==> src/rtl/ha_serial_arb.sv <==
// Bit-serial adder shared by two requesters: one full-adder slice made of two
// half adders, stepped LSB-first under round-robin arbitration.
module half (
  input  logic a,
  input  logic b,
  output logic s,
  output logic c
);
  assign s = a ^ b;
  assign c = a & b;
endmodule

module ha_serial_arb #(
  parameter int W = 8
) (
  input  logic         clk,
  input  logic         rst_n,
  input  logic         req0,
  input  logic [W-1:0] a0,
  input  logic [W-1:0] b0,
  input  logic         req1,
  input  logic [W-1:0] a1,
  input  logic [W-1:0] b1,
  output logic         ack0,
  output logic         ack1,
  output logic         busy,
  output logic         owner,
  output logic         done,
  output logic [W-1:0] sum,
  output logic         cout
);
  localparam int CW = (W > 1) ? $clog2(W) : 1;

  typedef enum logic [1:0] {IDLE, RUN, DONE} state_t;

  state_t        state;
  logic [W-1:0]  sa, sb, sum_sh, sum_nxt;
  logic [CW-1:0] cnt;
  logic          carry, last;
  logic          s1, c1, s2, c2, cy, pick1, last_bit;

  half ha1 (.a(sa[0]), .b(sb[0]), .s(s1), .c(c1));
  half ha2 (.a(s1),    .b(carry), .s(s2), .c(c2));

  assign cy       = c1 | c2;
  // New sum bit enters at the MSB; after W steps bit 0 sits at the LSB.
  assign sum_nxt  = W'({s2, sum_sh} >> 1);
  // Requester 1 wins alone, or on a tie when requester 0 was served last.
  assign pick1    = req1 & (~req0 | ~last);
  assign last_bit = (cnt == CW'(W - 1));

  always_ff @(posedge clk or negedge rst_n) begin
    if (!rst_n) begin
      state  <= IDLE;
      sa     <= '0;
      sb     <= '0;
      sum_sh <= '0;
      cnt    <= '0;
      carry  <= 1'b0;
      last   <= 1'b1;
      ack0   <= 1'b0;
      ack1   <= 1'b0;
      busy   <= 1'b0;
      owner  <= 1'b0;
      done   <= 1'b0;
      sum    <= '0;
      cout   <= 1'b0;
    end else begin
      ack0 <= 1'b0;
      ack1 <= 1'b0;
      done <= 1'b0;
      case (state)
        IDLE: begin
          if (req0 | req1) begin
            sa     <= pick1 ? a1 : a0;
            sb     <= pick1 ? b1 : b0;
            sum_sh <= '0;
            owner  <= pick1;
            last   <= pick1;
            ack0   <= ~pick1;
            ack1   <= pick1;
            cnt    <= '0;
            carry  <= 1'b0;
            busy   <= 1'b1;
            state  <= RUN;
          end
        end
        RUN: begin
          sa     <= sa >> 1;
          sb     <= sb >> 1;
          sum_sh <= sum_nxt;
          carry  <= cy;
          cnt    <= cnt + CW'(1);
          if (last_bit) begin
            sum   <= sum_nxt;
            cout  <= cy;
            done  <= 1'b1;
            state <= DONE;
          end
        end
        DONE: begin
          busy  <= 1'b0;
          state <= IDLE;
        end
        default: begin
          busy  <= 1'b0;
          state <= IDLE;
        end
      endcase
    end
  end
endmodule

==> config.mk <==
export PLATFORM = sky130hd
export DESIGN_NAME = ha_serial_arb
export DESIGN_NICKNAME = d
export VERILOG_FILES = /design/src/rtl/ha_serial_arb.sv
export SDC_FILE = /design/constraint.sdc
export NUM_CORES = 1
export LEC_CHECK = 0
export BUFFER_PORTS_ARGS = -buffer_cell sky130_fd_sc_hd__buf_2
export CORE_UTILIZATION = 59
export CTS_BUF_LIST = sky130_fd_sc_hd__clkbuf_4
export DETAILED_ROUTE_END_ITERATION = 12
export PLACE_DENSITY = 0.86
export REMOVE_ABC_BUFFERS = 1
export SETUP_SLACK_MARGIN = 0.4
export SLEW_MARGIN = 20
export SYNTH_ARGS = -nofsm -noshare
export SYNTH_HDL_FRONTEND = slang
export SYNTH_SLANG_ARGS = --single-unit
==> constraint.sdc <==
create_clock -name clk -period 3.88 [get_ports clk]
set_input_delay 0.388 -clock clk [delete_from_list [all_inputs] [get_ports clk]]
set_output_delay 0.388 -clock clk [all_outputs]
set_load 0.02 [all_outputs]
==> impl_metrics.csv, run 1 <==
group,metric,value,unit
outcome,run_status,"completed",
placement,port-buffer-count,49,
setup_path,crit_family,"simple AND/OR/NAND/NOR gates",
detailed_routing,post-route-drc-count,0,
cells_and_area,antenna_cells,0,
setup_path,worstSetupPathDepth,2,
detailed_routing,drt_first_iter_violations,78,
cts,post_cts.repair.setup_buffers,0,
global_route,overflow_after_grt,0,
cts,clock_tree_root_driver_cell,"sky130_fd_sc_hd__clkbuf_4",
setup_path,critPathSlowestCell,"sky130_fd_sc_hd__nand2b_1",
setup_path,critical_path.endpoint_type,"flop",
sta,timing_worst_slew_pin_value,924,ps
die,dieArea,0.00357,mm2
yosys,netlist_top_cells_area,"sky130_fd_sc_hd__dfrtp_1, sky130_fd_sc_hd__mux2i_1, sky130_fd_sc_hd__nand2_1, sky130_fd_sc_hd__o21ai_0, sky130_fd_sc_hd__o221ai_1",
yosys,synth-warning-count,0,
cts,path_clk_slew,130,ps
pwr,post-layout-total-power,0.00169,W
pwr,p_leak,1.13,nW
global_route,number_of_antenna_violations_at_the_first_check_in_global_routing,0,
placement,globalplace.congestion,0.844,
cts,postCtsResizedCells,0,
setup_path,path_max_fanout,20,
setup_path,worst-endpoint-required,4080,ps
global_route,first_pass_grt_wire_length,6340,um
yosys,synth_top_cells_by_count,"sky130_fd_sc_hd__dfrtp_1, sky130_fd_sc_hd__nand2_1, sky130_fd_sc_hd__o21ai_0, sky130_fd_sc_hd__mux2i_1, sky130_fd_sc_hd__o221ai_1",
cts,cts_tree,"yes",
setup_path,setup.worst_path.start_class,"flop",
cts,clock_insertion_delay_worst_skew,360,ps
yosys,synthArstFlopShare,100,%
sta,final.min_clock_period,1670,ps
yosys,library_cell_with_the_highest_instance_count_after_synthesis,"sky130_fd_sc_hd__dfrtp_1",
sta,fin_tns_setup,0,ps
sta,report.final.setup_viol,0,
setup_path,max_stage_delay,670,ps
global_route,grt_max_degree,45,
die,chip_height,59.8,um
setup_path,worst_path_buffer_plus_inverter_count,0,
sta,layout_worst_path_cycle_share,42.9,%
yosys,seq_area_frac_synth,56.0,%
detailed_routing,vias_per_cell,5.58,
die,floorplan.initialDensity,63.5,%
sta,relSlewSlack,38.4,%
pwr,power_density,735,mW/mm2
placement,place.detailed.hpwl,2680,um
yosys,synth_largest_area_cell,"sky130_fd_sc_hd__dfrtp_1",
worst_hold_path,hold_path.class,"primary input to asynchronous set/reset pin",
detailed_routing,via_count,1478,
pwr,max-vdd-ir-drop,403,uV
yosys,synth_area,0.00197,mm2
cts,clk_path_buf_depth,2,
setup_path,crit_type,"flop to flop",
cells_and_area,fraction_of_final_layout_cells_sized_beyond_drive_strength_1,32.6,%
global_route,track_usage,24.7,%
cells_and_area,area.growth.synth_to_final,16.5,%
sta,rsz_0062_raised_after_global_routing,"false",
global_route,vias_in_the_first_global_route,1396,
setup_path,r2r_worst_path_depth,2,
sta,worst_clock_skew,5.87,ps
cells_and_area,final.fill_count,233,
die,placement_rows,20,
yosys,synth_top_area_share,54.6,%
yosys,ys.flop_type,"sky130_fd_sc_hd__dfrtp_1",
yosys,register_bit_count_reported_by_yosys,44,
die,placeableCoreArea,0.00310,mm2
detailed_routing,wire_per_inst,14.9,um
detailed_routing,wirelength,3950,um
cts,clock_sinks,44,
die,die_x,59.8,um
sta,final-max-slew-violation-count,0,
setup_path,crit_chain,"nand2b_1, o221ai_1",
cts,hold_buffers_post_cts,0,
detailed_routing,drtAntennaViolNets,0,
yosys,synth.avg_cell_area,11.4,um2
cells_and_area,final_net_count,259,
detailed_routing,drt_pre_antenna_iters,4,
cts,cts_made_buffers,5,
setup_path,crit_arrival,1870,ps
die,ioPinCount,50,
sta,fmaxAchievable,600,MHz
run,drv_cap,0,
yosys,edff_count_synth,0,
sta,final_hold_viol_count,0,
yosys,yosysUniqueCellTypes,29,
cts,htree_num_levels,2,
yosys,synthCells,173,
through the flow:
step	cells	hold slack, ps	cell area, um2	utilization (%)	worst slack, ps
6_report	265	145	2290	73.9	2210
3_3_place_gp	257	455	2200	71.0	1880
4_1_cts	265	180	2280	73.5	1930
5_1_grt	265	212	2290	73.9	2090
2_1_floorplan	163	92.4	1890	-	1980
3_5_place_dp	257	470	2200	71.0	1780
power by group:
| group | internal (W) | leakage [nW] | switching [W] |
|---|---|---|---|
| Sequential | 0.000653 | 0.553 | 0.000107 |
| Clock | 0.000134 | 0.0412 | 0.000149 |
| Combinational | 0.000253 | 0.537 | 0.000389 |
routing by layer:
layer  routed length, um  vias to the layer above  GRT usage (%)
li1                    -                      697              -
met1                1660                      716           31.5
met2                1970                       56           39.7
met3                 250                        9           6.93
met4                  76                        0           9.97
met5                   0                        -              0
cell type report:
class / count / area [um2] / area share (%)
Clock buffer: 5 / 37.5 / 1.64
Clock inverter: 3 / 42.5 / 1.85
Inverter: 9 / 33.8 / 1.47
Multi-Input combinational cell: 110 / 769 / 33.6
Sequential cell: 44 / 1100 / 48.1
Tap cell: 44 / 55.1 / 2.40
Timing Repair Buffer: 50 / 253 / 11.0
placed cells by master (no fill, tap or decap), drive strengths merged:
master	n
o221ai	12
buf	50
dfstp	1
a21oi	1
a21boi	1
nor3	1
o21a	1
mux2i	18
o211ai	2
nand2b	1
and2	1
ha	2
a21o	1
o21ai	23
a31oi	1
nand2	31
mux2	9
fa	1
dfrtp	43
clkinvlp	1
inv	9
nor2b	1
nor2	3
clkinv	1
clkbuf	5
bufinv	1
flip-flops by register name, summed over array words and instances (netlist names), 2 cells and up:
| name | flops |
|---|---|
| state | 2 |
| sum_sh | 7 |
| cnt | 3 |
| sum | 8 |
| sa | 8 |
| sb | 8 |
cells by family (layout without fill, tap and decap cells):
group	count (synthesis)	count (layout)	share of synthesized area, %
AO/OA/AOI/OAI	42	42	13.8
AND/OR/NAND/NOR	38	38	8.07
multiplexers	27	27	14.3
adder cells (fa/ha/maj)	3	3	2.29
buffers and inverters	19	67	5.53
flip-flops	44	44	56.0
worst paths after layout:
check	start	endpoint	slack, ps
setup / recovery	state[1]	sb[2]	2210
hold / removal	rst_n	sum[0]	140
setup reg to reg	state[1]	sb[2]	2210
hold reg to reg	owner	owner	500
max in group asynchronous	rst_n	sa[4]	3160
min in group clk	req0	last	270
(Power assumes the default switching activity.)
==> run 2: changes to the inputs <==
ABC_AREA = 1   (was default)
CORE_UTILIZATION = 50   (was 59)
PLACE_DENSITY = 0.77   (was 0.86)
clock period = 1.5 ns   (was 3.88 ns; I/O delays follow)
==> impl_metrics.csv, run 2 <==
group,metric,value,unit
yosys,synthSimpleGateAreaFrac,29.1,%
cts,clock_tree_root_driver_cell,"sky130_fd_sc_hd__clkbuf_4",
setup_path,path_max_fanout,7,
setup_path,worst-endpoint-required,1750,ps
die,die_x,67.3,um
die,ioPinCount,50,
setup_path,crit_chain,"nor2_4, buf_6, nand2_8, buf_12, nand2_1, o21ai_1",
cells_and_area,fin_cells,391,
setup_path,critical_path.endpoint_type,"flop",
pwr,p_leak,1.70,nW
detailed_routing,drtAntennaViolNets,0,
global_route,overflow_after_grt,0,
setup_path,crit_arrival,1540,ps
sta,layout_worst_path_cycle_share,86.0,%
die,chip_height,67.3,um
placement,port-buffer-count,49,
setup_path,critPathSlowestCell,"sky130_fd_sc_hd__dfrtp_2",
cells_and_area,antenna_cells,0,
placement,place_inst,356,
cts,cts_made_buffers,5,
cts,clock_sinks,44,
global_route,grt_max_degree,45,
die,placeableCoreArea,0.00406,mm2
sta,fin_tns_setup,0,ps
cts,htree_num_levels,2,
pwr,internal_power,0.00366,W
global_route,track_usage,25.8,%
sta,timing_worst_slew_pin_value,426,ps
detailed_routing,via_count,2077,
pwr,power_frac_seq,32.6,%
yosys,synth_largest_area_cell,"sky130_fd_sc_hd__dfrtp_1",
pwr,clkPwrFrac,9.5,%
yosys,register_bit_count_reported_by_yosys,44,
yosys,synthCells,263,
die,floorplan.initialDensity,52.5,%
setup_path,setup.worst_path.start_class,"flop",
yosys,dominant_combinational_cell_family_by_area_after_synthesis,"simple AND/OR/NAND/NOR gates",
pwr,max-vdd-ir-drop,1020,uV
global_route,vias_in_the_first_global_route,1784,
cells_and_area,area.growth.synth_to_final,51.0,%
yosys,netlist_top_cells_area,"sky130_fd_sc_hd__dfrtp_1, sky130_fd_sc_hd__nand3_1, sky130_fd_sc_hd__nand2_1, sky130_fd_sc_hd__inv_1, sky130_fd_sc_hd__o21ai_1",
sta,rsz_0062_raised_after_global_routing,"true",
die,dieArea,0.00452,mm2
worst_hold_path,hold_path.class,"primary input to flop",
cells_and_area,layout.cells.most_common_list,"sky130_fd_sc_hd__nand2_1, sky130_fd_sc_hd__dfrtp_1, sky130_fd_sc_hd__buf_2",
placement,globalplace.congestion,0.774,
detailed_routing,post-route-drc-count,0,
cells_and_area,fraction_of_final_layout_cells_sized_beyond_drive_strength_1,47.5,%
setup_path,worst_path_buffer_plus_inverter_count,2,
detailed_routing,vias_per_cell,5.31,
setup_path,crit_family,"flip-flops",
outcome,run_status,"completed",
yosys,synth-xor-area-share,0,%
detailed_routing,drt_pre_antenna_iters,4,
cts,clk_path_buf_depth,2,
yosys,yosys-mux-area-fraction,0,%
sta,worst_clock_skew,9.61,ps
pwr,swShare,43.4,%
pwr,share_comb_of_total_power,57.9,%
cells_and_area,final_net_count,379,
yosys,synth.avg_cell_area,8.10,um2
cells_and_area,most_common_cell_after_layout_fill_and_taps_aside,"sky130_fd_sc_hd__nand2_1",
yosys,synth_fa_ha_area_share,2.12,%
yosys,synthArstFlopShare,100,%
yosys,library_cell_with_the_highest_instance_count_after_synthesis,"sky130_fd_sc_hd__nand2_1",
global_route,number_of_antenna_violations_at_the_first_check_in_global_routing,0,
yosys,seq_area_frac_synth,51.8,%
sta,report.final.setup_viol,0,
run,drv_cap,0,
setup_path,max_stage_delay,470,ps
detailed_routing,drt_first_iter_violations,159,
sta,final.min_clock_period,1290,ps
yosys,area_fraction_in_compound_gates_after_synthesis,4.70,%
setup_path,crit_type,"flop to flop",
placement,place.detailed.hpwl,2880,um
yosys,yosysUniqueCellTypes,20,
cts,cts_tree,"yes",
cells_and_area,largest_registers,"sa: 8 flops, sb: 8 flops, sum: 8 flops",
cts,path_clk_slew,130,ps
global_route,first_pass_grt_wire_length,8540,um
yosys,edff_count_synth,0,
sta,final_hold_viol_count,0,
pwr,power_density,2010,mW/mm2
yosys,synth_top_area_share,50.5,%
yosys,synth_area,0.00213,mm2
yosys,ys.flop_type,"sky130_fd_sc_hd__dfrtp_1",
sta,relSlewSlack,71.6,%
cells_and_area,multi_input_comb_area,0.00112,mm2
yosys,synth_top_cells_by_count,"sky130_fd_sc_hd__nand2_1, sky130_fd_sc_hd__nand3_1, sky130_fd_sc_hd__inv_1, sky130_fd_sc_hd__dfrtp_1, sky130_fd_sc_hd__o21ai_1",
pwr,netSwitchingPower,0.00281,W
die,placement_rows,23,
cts,clock_insertion_delay_worst_skew,370,ps
cells_and_area,final.fill_count,222,
sta,fmaxAchievable,775,MHz
cells_and_area,ff_latch_area,0.00110,mm2
detailed_routing,wirelength,6300,um
detailed_routing,wire_per_inst,16.1,um
yosys,synth-warning-count,0,
sta,final-max-slew-violation-count,0,
## run 2: worst reg2reg max path, cell delays in order (launching register included)
cell	delay, ps
sky130_fd_sc_hd__dfrtp_2	470
sky130_fd_sc_hd__nor2_4	200
sky130_fd_sc_hd__buf_6	150
sky130_fd_sc_hd__nand2_8	70
sky130_fd_sc_hd__buf_12	140
sky130_fd_sc_hd__nand2_1	80
sky130_fd_sc_hd__o21ai_1	80
## run 2: layout make-up
cell class                      count  share of cell area (%)
Tap cell                           50                    1.95
Inverter                           47                    6.07
Sequential cell                    44                    34.3
Multi-Input combinational cell    163                    34.8
Clock inverter                      1                   0.156
Clock buffer                        7                    1.63
Timing Repair Buffer               79                    21.1
## run 2: kinds of logic (layout without fill, tap and decap cells)
kind of cell,Yosys count,in the layout
buffers and inverters,59,134
and+or+nand+nor,137,140
adders and majority gates,3,3
AOI/OAI and AO/OA,20,20
DFF,44,44
## run 2: metal layers
| layer | up-vias | wire (um) | GRT usage, % | part of all wire (%) |
|---|---|---|---|---|
| li1 | 982 | - | - | - |
| met4 | 0 | 113 | 8.78 | 1.8 |
| met5 | - | 0 | 0 | 0 |
| met2 | 81 | 3320 | 38.0 | 53 |
| met1 | 1002 | 2560 | 37.2 | 41 |
| met3 | 12 | 306 | 6.08 | 4.9 |
## run 2: final timing paths
path | startpoint | end | slack [ps] | depth (start not counted)
worst max-delay path | state[1] | sum[1] | 210 | 6
worst min-delay path | a1[7] | sa[7] | 50 | 3
worst max register to register | state[1] | sum[1] | 210 | 6
worst min register to register | owner | owner | 520 | 2
max in group asynchronous | rst_n | last | 950 | 3
min in group asynchronous | rst_n | sum[3] | 270 | 3
## run 2: stage by stage
stage | hold WS (ps) | area (um2) | util, % | power, W | worst slack [ps]
after floorplan | -146 | 2040 | - | 0.00341 | 90.6
after global placement | 143 | 2410 | 59.4 | 0.00402 | 200
after detailed placement | 145 | 2410 | 59.4 | 0.00409 | 133
after CTS | 43.2 | 2900 | 71.5 | 0.00542 | 298
after global routing | 39.6 | 3220 | 79.2 | 0.00686 | 163
final | 45.7 | 3220 | 79.2 | 0.00647 | 210
## run 2: power groups by stage
stage	Sequential, W	Clock, W	Combinational [W]
floorplan	0.00219	0	0.00123
global placement	0.00202	0	0.00199
detailed placement	0.00203	0	0.00207
CTS	0.00203	0.000607	0.00278
global route	0.00216	0.000670	0.00403
finish	0.00211	0.000613	0.00375
## run 2: timing repair
action / 4_1_cts / 5_1_grt
endpoints found under the setup margin: 43 / 53
pin swaps: 20 / 11
setup buffers: 11 / 8
hold buffers: 1 / 0
resized for setup: 56 / 60
gates cloned: 4 / 3
hold endpoints to repair: 44 / 0
